--- src/rtl/fetch_unit_pkg.sv ---
// Shared definitions for the instruction-fetch stage: FSM state encodings,
// MIPS opcode constants and the NOP word.
package fetch_unit_pkg;

    typedef enum logic [1:0] {
        FS_REQ   = 2'd0,
        FS_WAIT  = 2'd1,
        FS_EXEC  = 2'd2,
        FS_FAULT = 2'd3
    } fetch_state_e;

    localparam logic [5:0]  OP_RTYPE = 6'h00;
    localparam logic [5:0]  OP_LW    = 6'h23;
    localparam logic [5:0]  OP_SW    = 6'h2b;
    localparam logic [5:0]  OP_BEQ   = 6'h04;
    localparam logic [5:0]  OP_ADDI  = 6'h08;
    localparam logic [5:0]  OP_J     = 6'h02;
    localparam logic [31:0] NOP_WORD = 32'h0000_0000;

endpackage

--- src/rtl/fetch_unit_next_pc_calc.sv ---
// Combinational next-PC selection for the instruction being retired:
// jump target beats taken branch, which beats sequential pc+4.
module next_pc_calc (
    input  logic [31:0] pc_plus4,
    input  logic [25:0] instr_low,
    input  logic        jump,
    input  logic        branch,
    input  logic        zero,
    output logic [31:0] next_pc,
    output logic        misaligned
);

    logic [31:0] branch_off;

    assign branch_off = {{14{instr_low[15]}}, instr_low[15:0], 2'b00};

    always_comb begin
        if (jump) begin
            next_pc = {pc_plus4[31:28], instr_low, 2'b00};
        end else if (branch && zero) begin
            next_pc = pc_plus4 + branch_off;
        end else begin
            next_pc = pc_plus4;
        end
    end

    assign misaligned = |next_pc[1:0];

endmodule

--- src/rtl/fetch_unit.sv ---
// Multi-cycle instruction fetch: one instruction in flight, req/ready memory
// handshake, next-PC on retire, sticky fault on timeout or misaligned target.
module fetch_unit
    import fetch_unit_pkg::*;
#(
    parameter logic [31:0] RESET_PC = 32'h0000_0000,
    parameter logic [7:0]  TIMEOUT  = 8'd255
) (
    input  logic        clk,
    input  logic        reset,
    output logic        imem_req,
    output logic [31:0] imem_addr,
    input  logic        imem_ready,
    input  logic [31:0] imem_rdata,
    input  logic        stall,
    input  logic        Jump,
    input  logic        Branch,
    input  logic        Zero,
    output logic [31:0] instr_out,
    output logic [5:0]  opcode,
    output logic [31:0] pc_out,
    output logic [31:0] pc_plus4,
    output logic        instr_valid,
    output logic        fault,
    output logic [31:0] retired_cnt
);

    fetch_state_e state, next_state;
    logic [31:0]  pc;
    logic [7:0]   wait_cnt;
    logic [31:0]  next_pc;
    logic         misaligned;

    next_pc_calc u_next_pc (
        .pc_plus4   (pc_plus4),
        .instr_low  (instr_out[25:0]),
        .jump       (Jump),
        .branch     (Branch),
        .zero       (Zero),
        .next_pc    (next_pc),
        .misaligned (misaligned)
    );

    always_ff @(posedge clk) begin
        if (reset) begin
            state <= FS_REQ;
        end else begin
            state <= next_state;
        end
    end

    always_comb begin
        next_state = state;
        case (state)
            FS_REQ:   next_state = imem_ready ? FS_EXEC : FS_WAIT;
            FS_WAIT: begin
                if (imem_ready) begin
                    next_state = FS_EXEC;
                end else if (wait_cnt == TIMEOUT) begin
                    next_state = FS_FAULT;
                end
            end
            FS_EXEC: begin
                if (!stall) begin
                    next_state = misaligned ? FS_FAULT : FS_REQ;
                end
            end
            default:  next_state = FS_FAULT;
        endcase
    end

    // Request is suppressed during the reset cycle so an abandoned fetch is never re-issued.
    always_comb begin
        imem_req    = ((state == FS_REQ) || (state == FS_WAIT)) && !reset;
        instr_valid = (state == FS_EXEC);
        fault       = (state == FS_FAULT);
    end

    assign imem_addr = pc;
    assign opcode    = instr_out[31:26];
    assign pc_plus4  = pc_out + 32'd4;

    always_ff @(posedge clk) begin
        if (reset) begin
            pc          <= RESET_PC;
            instr_out   <= NOP_WORD;
            pc_out      <= 32'd0;
            retired_cnt <= 32'd0;
            wait_cnt    <= 8'd0;
        end else begin
            case (state)
                FS_REQ, FS_WAIT: begin
                    if (imem_ready) begin
                        instr_out <= imem_rdata;
                        pc_out    <= pc;
                    end else begin
                        wait_cnt  <= (state == FS_REQ) ? 8'd1 : wait_cnt + 8'd1;
                    end
                end
                FS_EXEC: begin
                    if (!stall) begin
                        pc          <= next_pc;
                        retired_cnt <= retired_cnt + 32'd1;
                    end
                end
                default: ;
            endcase
        end
    end

endmodule

--- config.mk ---
export PLATFORM = sky130hd
export DESIGN_NAME = fetch_unit
export DESIGN_NICKNAME = d
export VERILOG_FILES = /design/src/rtl/fetch_unit_pkg.sv /design/src/rtl/fetch_unit_next_pc_calc.sv /design/src/rtl/fetch_unit.sv
export SDC_FILE = /design/constraint.sdc
export NUM_CORES = 1
export LEC_CHECK = 0
export ABC_AREA = 1
export ABC_CLOCK_PERIOD_IN_PS = 6120
export CORE_MARGIN = 8
export CORE_UTILIZATION = 50
export CTS_CLUSTER_SIZE = 28
export DETAILED_ROUTE_END_ITERATION = 7
export GPL_ROUTABILITY_DRIVEN = 1
export PLACE_DENSITY = 0.8
export SYNTH_ARGS = -nofsm -noshare
export SYNTH_HDL_FRONTEND = slang
export SYNTH_SLANG_ARGS = --single-unit
--- constraint.sdc ---
create_clock -name clk -period 6.12 [get_ports clk]
set_input_delay 1.224 -clock clk [delete_from_list [all_inputs] [get_ports clk]]
set_output_delay 1.224 -clock clk [all_outputs]
set_load 0.02 [all_outputs]
==> impl_results.html <==
<table>
<tr><th>Metric</th><th>Value</th></tr>
<tr><th colspan="2">Run status</th></tr>
<tr><td>Result of the run</td><td>finished, final reports clean</td></tr>
<tr><th colspan="2">STA</th></tr>
<tr><td>Setup-failing EPs final</td><td>0</td></tr>
<tr><td>Part of the cycle the worst path needs</td><td>68.86%</td></tr>
<tr><td>Transition time at the pin with the least slew margin</td><td>about 1100 ps</td></tr>
<tr><td>Accumulated negative setup slack</td><td>0 ps</td></tr>
<tr><td>Rel. slew slack</td><td>24.01%</td></tr>
<tr><td>Shortest period the worst path allows</td><td>around 4200 ps</td></tr>
<tr><td>Unrepaired setup endpoints after global routing</td><td>false</td></tr>
<tr><td>Setup clock skew after layout</td><td>~10 ps</td></tr>
<tr><td>Max-slew violation total from the final report</td><td>0</td></tr>
<tr><td>Final Hold Fails</td><td>0</td></tr>
<tr><td>Final setup slack of the worst path</td><td>about 1900 ps</td></tr>
<tr><td>Max Clock Freq</td><td>about 240 MHz</td></tr>
<tr><th colspan="2">Route</th></tr>
<tr><td>Number of iterations in the first detailed-routing pass</td><td>7</td></tr>
<tr><td>Detailed-route wire length per cell</td><td>roughly 18 um</td></tr>
<tr><td>Vias</td><td>roughly 11000</td></tr>
<tr><td>Drt initial violations</td><td>about 1100</td></tr>
<tr><td>Total length of routed wires</td><td>between 30000 and 40000 um</td></tr>
<tr><td>Residual antenna-violating net count after detailed routing</td><td>0</td></tr>
<tr><td>Vias per inst</td><td>approximately 5.4</td></tr>
<tr><td>DRC violation count after routing</td><td>0</td></tr>
<tr><th colspan="2">GRT</th></tr>
<tr><td>Global-route wire length before repair</td><td>53210 um</td></tr>
<tr><td>Largest net degree at the start of global routing</td><td>about 80</td></tr>
<tr><td>GR Overflow Total</td><td>0</td></tr>
<tr><td>Antenna violations before repair</td><td>0</td></tr>
<tr><td>Total routing usage reported by global routing</td><td>~30%</td></tr>
<tr><td>Number of global-route vias before repair</td><td>between 9000 and 10000</td></tr>
<tr><th colspan="2">Placed design</th></tr>
<tr><td>Gpl congestion</td><td>just under 1</td></tr>
<tr><td>I/O Buffers</td><td>slightly above 200</td></tr>
<tr><td>Setup WS pre-CTS</td><td>between 2000 and 2500 ps</td></tr>
<tr><td>HPWL reported at the end of detailed placement</td><td>between 20000 and 30000 um</td></tr>
<tr><td>Number of placed instances with taps included</td><td>1896</td></tr>
<tr><th colspan="2">Clock network</th></tr>
<tr><td>Maximum root-to-sink buffer count</td><td>2</td></tr>
<tr><td>Number of buffers added for setup after CTS</td><td>0</td></tr>
<tr><td>Clock Root Buffer</td><td>sky130_fd_sc_hd__clkbuf_16</td></tr>
<tr><td>Clock transition time at the flip-flop clock pins of the worst setup and hold paths</td><td>60 ps</td></tr>
<tr><td>Worst skew pair latency</td><td>between 400 and 500 ps</td></tr>
<tr><td>Number of H-tree levels</td><td>4</td></tr>
<tr><td>Number of buffers inserted during clock tree synthesis</td><td>17</td></tr>
<tr><td>CTS tree</td><td>done</td></tr>
<tr><td>Count of cells resized by post-cts repair</td><td>0</td></tr>
<tr><td>Count of hold-fix buffers inserted at cts</td><td>0</td></tr>
<tr><td>Sinks on the clock net</td><td>138</td></tr>
<tr><th colspan="2">Floorplan</th></tr>
<tr><td>Chip width</td><td>approximately 150 um</td></tr>
<tr><td>Initial Utilization</td><td>50.83%</td></tr>
<tr><td># IOs</td><td>between 200 and 250</td></tr>
<tr><td>Row count</td><td>between 40 and 50</td></tr>
<tr><td>Standard cell core area</td><td>around 0.018 sq mm</td></tr>
<tr><td>Die height</td><td>between 150 and 200 um</td></tr>
<tr><td>Die Outline Area</td><td>around 0.023 sq mm</td></tr>
<tr><th colspan="2">Run</th></tr>
<tr><td>Number of maximum-capacitance violations</td><td>0</td></tr>
<tr><th colspan="2">Finish</th></tr>
<tr><td>Number of inserted filler cells in the final layout</td><td>roughly 1700</td></tr>
<tr><td>Post-Route Utilization</td><td>around two thirds</td></tr>
<tr><td>Ant diodes</td><td>0</td></tr>
<tr><td>Syn-to-layout area delta</td><td>30.20%</td></tr>
<tr><td>Post-layout nets</td><td>about 1800</td></tr>
<tr><td>Share of cells above drive strength 1</td><td>~4.2%</td></tr>
<tr><td>Number of cells in the finished layout apart from fillers</td><td>approximately 1900</td></tr>
<tr><th colspan="2">Worst hold path</th></tr>
<tr><td>Number of cells on the worst hold path</td><td>2</td></tr>
<tr><td>Endpoint of the worst hold path</td><td>retired_cnt[31]</td></tr>
<tr><td>Hold Path Class</td><td>reg -&gt; reg</td></tr>
<tr><td>Startpoint of the most critical hold path</td><td>retired_cnt[31]</td></tr>
<tr><th colspan="2">Critical path</th></tr>
<tr><td>Cell Chain, Critical Path</td><td>ha_1 -&gt; nand2_1 -&gt; inv_1 -&gt; nand2_1 -&gt; nor2_1 -&gt; nand2_1 -&gt; nor2_2 -&gt; xor2_1 -&gt; clkdlybuf4s50_1</td></tr>
<tr><td>Setup slack of the worst register-to-register path</td><td>about 2400 ps</td></tr>
<tr><td>Cell repeated most along the worst path</td><td>sky130_fd_sc_hd__nand2_1</td></tr>
<tr><td>R2R cell count</td><td>21</td></tr>
<tr><td>Crit path max-delay family</td><td>buffers and inverters</td></tr>
<tr><td>Crit Path Class</td><td>reg -&gt; out</td></tr>
<tr><td>Startpoint of the worst-slack reg-to-reg timing path</td><td>pc_out[2]</td></tr>
<tr><td>R2r endpoint</td><td>imem_addr[30]</td></tr>
<tr><td>Delay of the slowest cell on the worst path</td><td>~680 ps</td></tr>
<tr><td>Highest-delay cell along the critical path</td><td>sky130_fd_sc_hd__clkdlybuf4s50_1</td></tr>
<tr><td>Top fanout value on the critical path</td><td>7</td></tr>
<tr><td>Data arrival time of the critical path</td><td>~3000 ps</td></tr>
<tr><td>Crit path required time</td><td>a little under 5000 ps</td></tr>
<tr><td>Worst Setup Start Kind</td><td>flop</td></tr>
<tr><td>Worst path buffer plus inverter count</td><td>2</td></tr>
<tr><td>Crit. End Element</td><td>primary output</td></tr>
<tr><th colspan="2">Yosys</th></tr>
<tr><td>Most repeated cell in the gate-level netlist after synthesis</td><td>sky130_fd_sc_hd__nand2_1</td></tr>
<tr><td>Count of warnings emitted by yosys</td><td>0</td></tr>
<tr><td>Flip-flop and latch count after synthesis</td><td>between 100 and 150</td></tr>
<tr><td>Synthesized Nets</td><td>1586</td></tr>
<tr><td>Ys async rst share</td><td>0%</td></tr>
<tr><td>Synth Cell Area</td><td>0.009130 sq mm</td></tr>
<tr><td>Area fraction of the dominant cell type after synthesis</td><td>between 30% and 40%</td></tr>
<tr><td>Syn Area/Cell</td><td>between 6 and 7 sq um</td></tr>
<tr><td>Number of flops mapped to enable cells by yosys</td><td>0</td></tr>
<tr><td>Top cells by count, synth</td><td>sky130_fd_sc_hd__nand2_1 (416), sky130_fd_sc_hd__nor2_1 (237), sky130_fd_sc_hd__inv_1 (186)</td></tr>
<tr><td>Sequential share of the synthesized area</td><td>30.26%</td></tr>
<tr><td>Number of instances in the synthesized netlist</td><td>around 1500</td></tr>
<tr><td>Number of unique standard cell types used by synthesis</td><td>41</td></tr>
<tr><td>Synth Flop Type</td><td>sky130_fd_sc_hd__dfxtp_1</td></tr>
<tr><td>Cell taking the most area after synthesis</td><td>sky130_fd_sc_hd__dfxtp_1</td></tr>
<tr><td>Top area cells in the synthesized netlist</td><td>sky130_fd_sc_hd__dfxtp_1 (30%), sky130_fd_sc_hd__nand2_1 (17%), sky130_fd_sc_hd__nor2_1 (9.7%), sky130_fd_sc_hd__inv_1 (7.6%), sky130_fd_sc_hd__a21oi_1 (6.0%)</td></tr>
<tr><th colspan="2">Power</th></tr>
<tr><td>Power per standard cell area</td><td>~250 mW/mm^2</td></tr>
<tr><td>LEAKAGE</td><td>roughly 5.2 nW</td></tr>
<tr><td>Overall Power</td><td>between 3 and 4 mW</td></tr>
<tr><td>Worst-case vdd ir drop</td><td>0.2247 mV</td></tr>
</table>
-- cell families after synthesis --
| family | count (synthesis) | synth area share, % |
|---|---|---|
| simple gates | 840 | 38.73 |
| compound gates | 228 | 13.16 |
| buf+inv | 241 | 10.32 |
| fa+ha+maj | 39 | 5.427 |
| flops | 138 | 30.26 |
| xor+xnor | 22 | 2.111 |
-- state kept, by name (all words and copies together), names as in the netlist --
signal       cells
imem_addr       32
instr_out       32
pc_out          32
retired_cnt     32
wait_cnt         8
state            2
-- per-stage QoR --
stage                     hold WS [ps]  area (sq um)
after floorplan                  453.8          9130
final                            475.7         11890
after CTS                        480.0         11890
after global routing             509.6         11890
after detailed placement         467.7         11290
after global placement           458.8         11290
-- tightest hold or removal path, stage by stage, from the launching register on --
cell and delay [ps]:
sky130_fd_sc_hd__dfxtp_1 310, sky130_fd_sc_hd__inv_1 60, sky130_fd_sc_hd__a21oi_1 60
-- power by group --
| group | switching, mW | total [mW] | leakage, nW | internal, mW |
|---|---|---|---|---|
| logic | 0.538 | 0.881 | 3.76 | 0.344 |
| clock network | 0.440 | 1.05 | 0.285 | 0.610 |
| registers | 0.105 | 1.07 | 1.13 | 0.967 |
| total | 1.08 | 3.00 | 5.17 | 1.92 |
-- worst max path at each step --
| stage | from | to | slack, ps | depth (start not counted) |
|---|---|---|---|---|
| 2_1_floorplan | pc_out[2] | imem_addr[15] | 2980 | 20 |
| 3_3_place_gp | reset | imem_req | 2460 | 4 |
| 3_5_place_dp | pc_out[2] | pc_plus4[16] | 2410 | 9 |
| 4_1_cts | pc_out[2] | pc_plus4[16] | 1920 | 9 |
| 5_1_grt | pc_out[2] | pc_plus4[16] | 1770 | 9 |
| 6_report | pc_out[2] | pc_plus4[16] | 1910 | 9 |
-- final cells by class --
class | instances | area (sq um) | share of cell area (%)
inverter | 188 | 705.7 | 5.936
clock buffer | 18 | 429.2 | 3.610
clock inverter | 14 | 163.9 | 1.379
tap | 229 | 286.5 | 2.410
multi-input combinational | 1129 | 5435 | 45.72
timing repair buffer | 212 | 2105 | 17.70
sequential | 138 | 2763 | 23.24
-- routing by layer --
metal | vias up | track usage, % | share of wire, %
met3 | 80 | 6.274 | 9.7
li1 | 5157 | - | -
met2 | 514 | 46.14 | 44
met4 | 0 | 10.94 | 3.2
met1 | 4749 | 39.54 | 43
met5 | - | 0 | 0
-- layout by cell type (no fill, tap or decap), types with 14 or more instances in the layout --
cell	instances
sky130_fd_sc_hd__ha_1	38
sky130_fd_sc_hd__xor2_1	14
sky130_fd_sc_hd__a21oi_1	109
sky130_fd_sc_hd__nand4_1	20
sky130_fd_sc_hd__o21ai_0	95
sky130_fd_sc_hd__inv_1	185
sky130_fd_sc_hd__nor3_1	29
sky130_fd_sc_hd__clkbuf_16	17
sky130_fd_sc_hd__dfxtp_1	138
sky130_fd_sc_hd__clkdlybuf4s50_1	206
sky130_fd_sc_hd__nand2_1	415
sky130_fd_sc_hd__nor2_1	236
sky130_fd_sc_hd__nand3_1	92
Note: power is estimated with default switching activity, not from simulation.
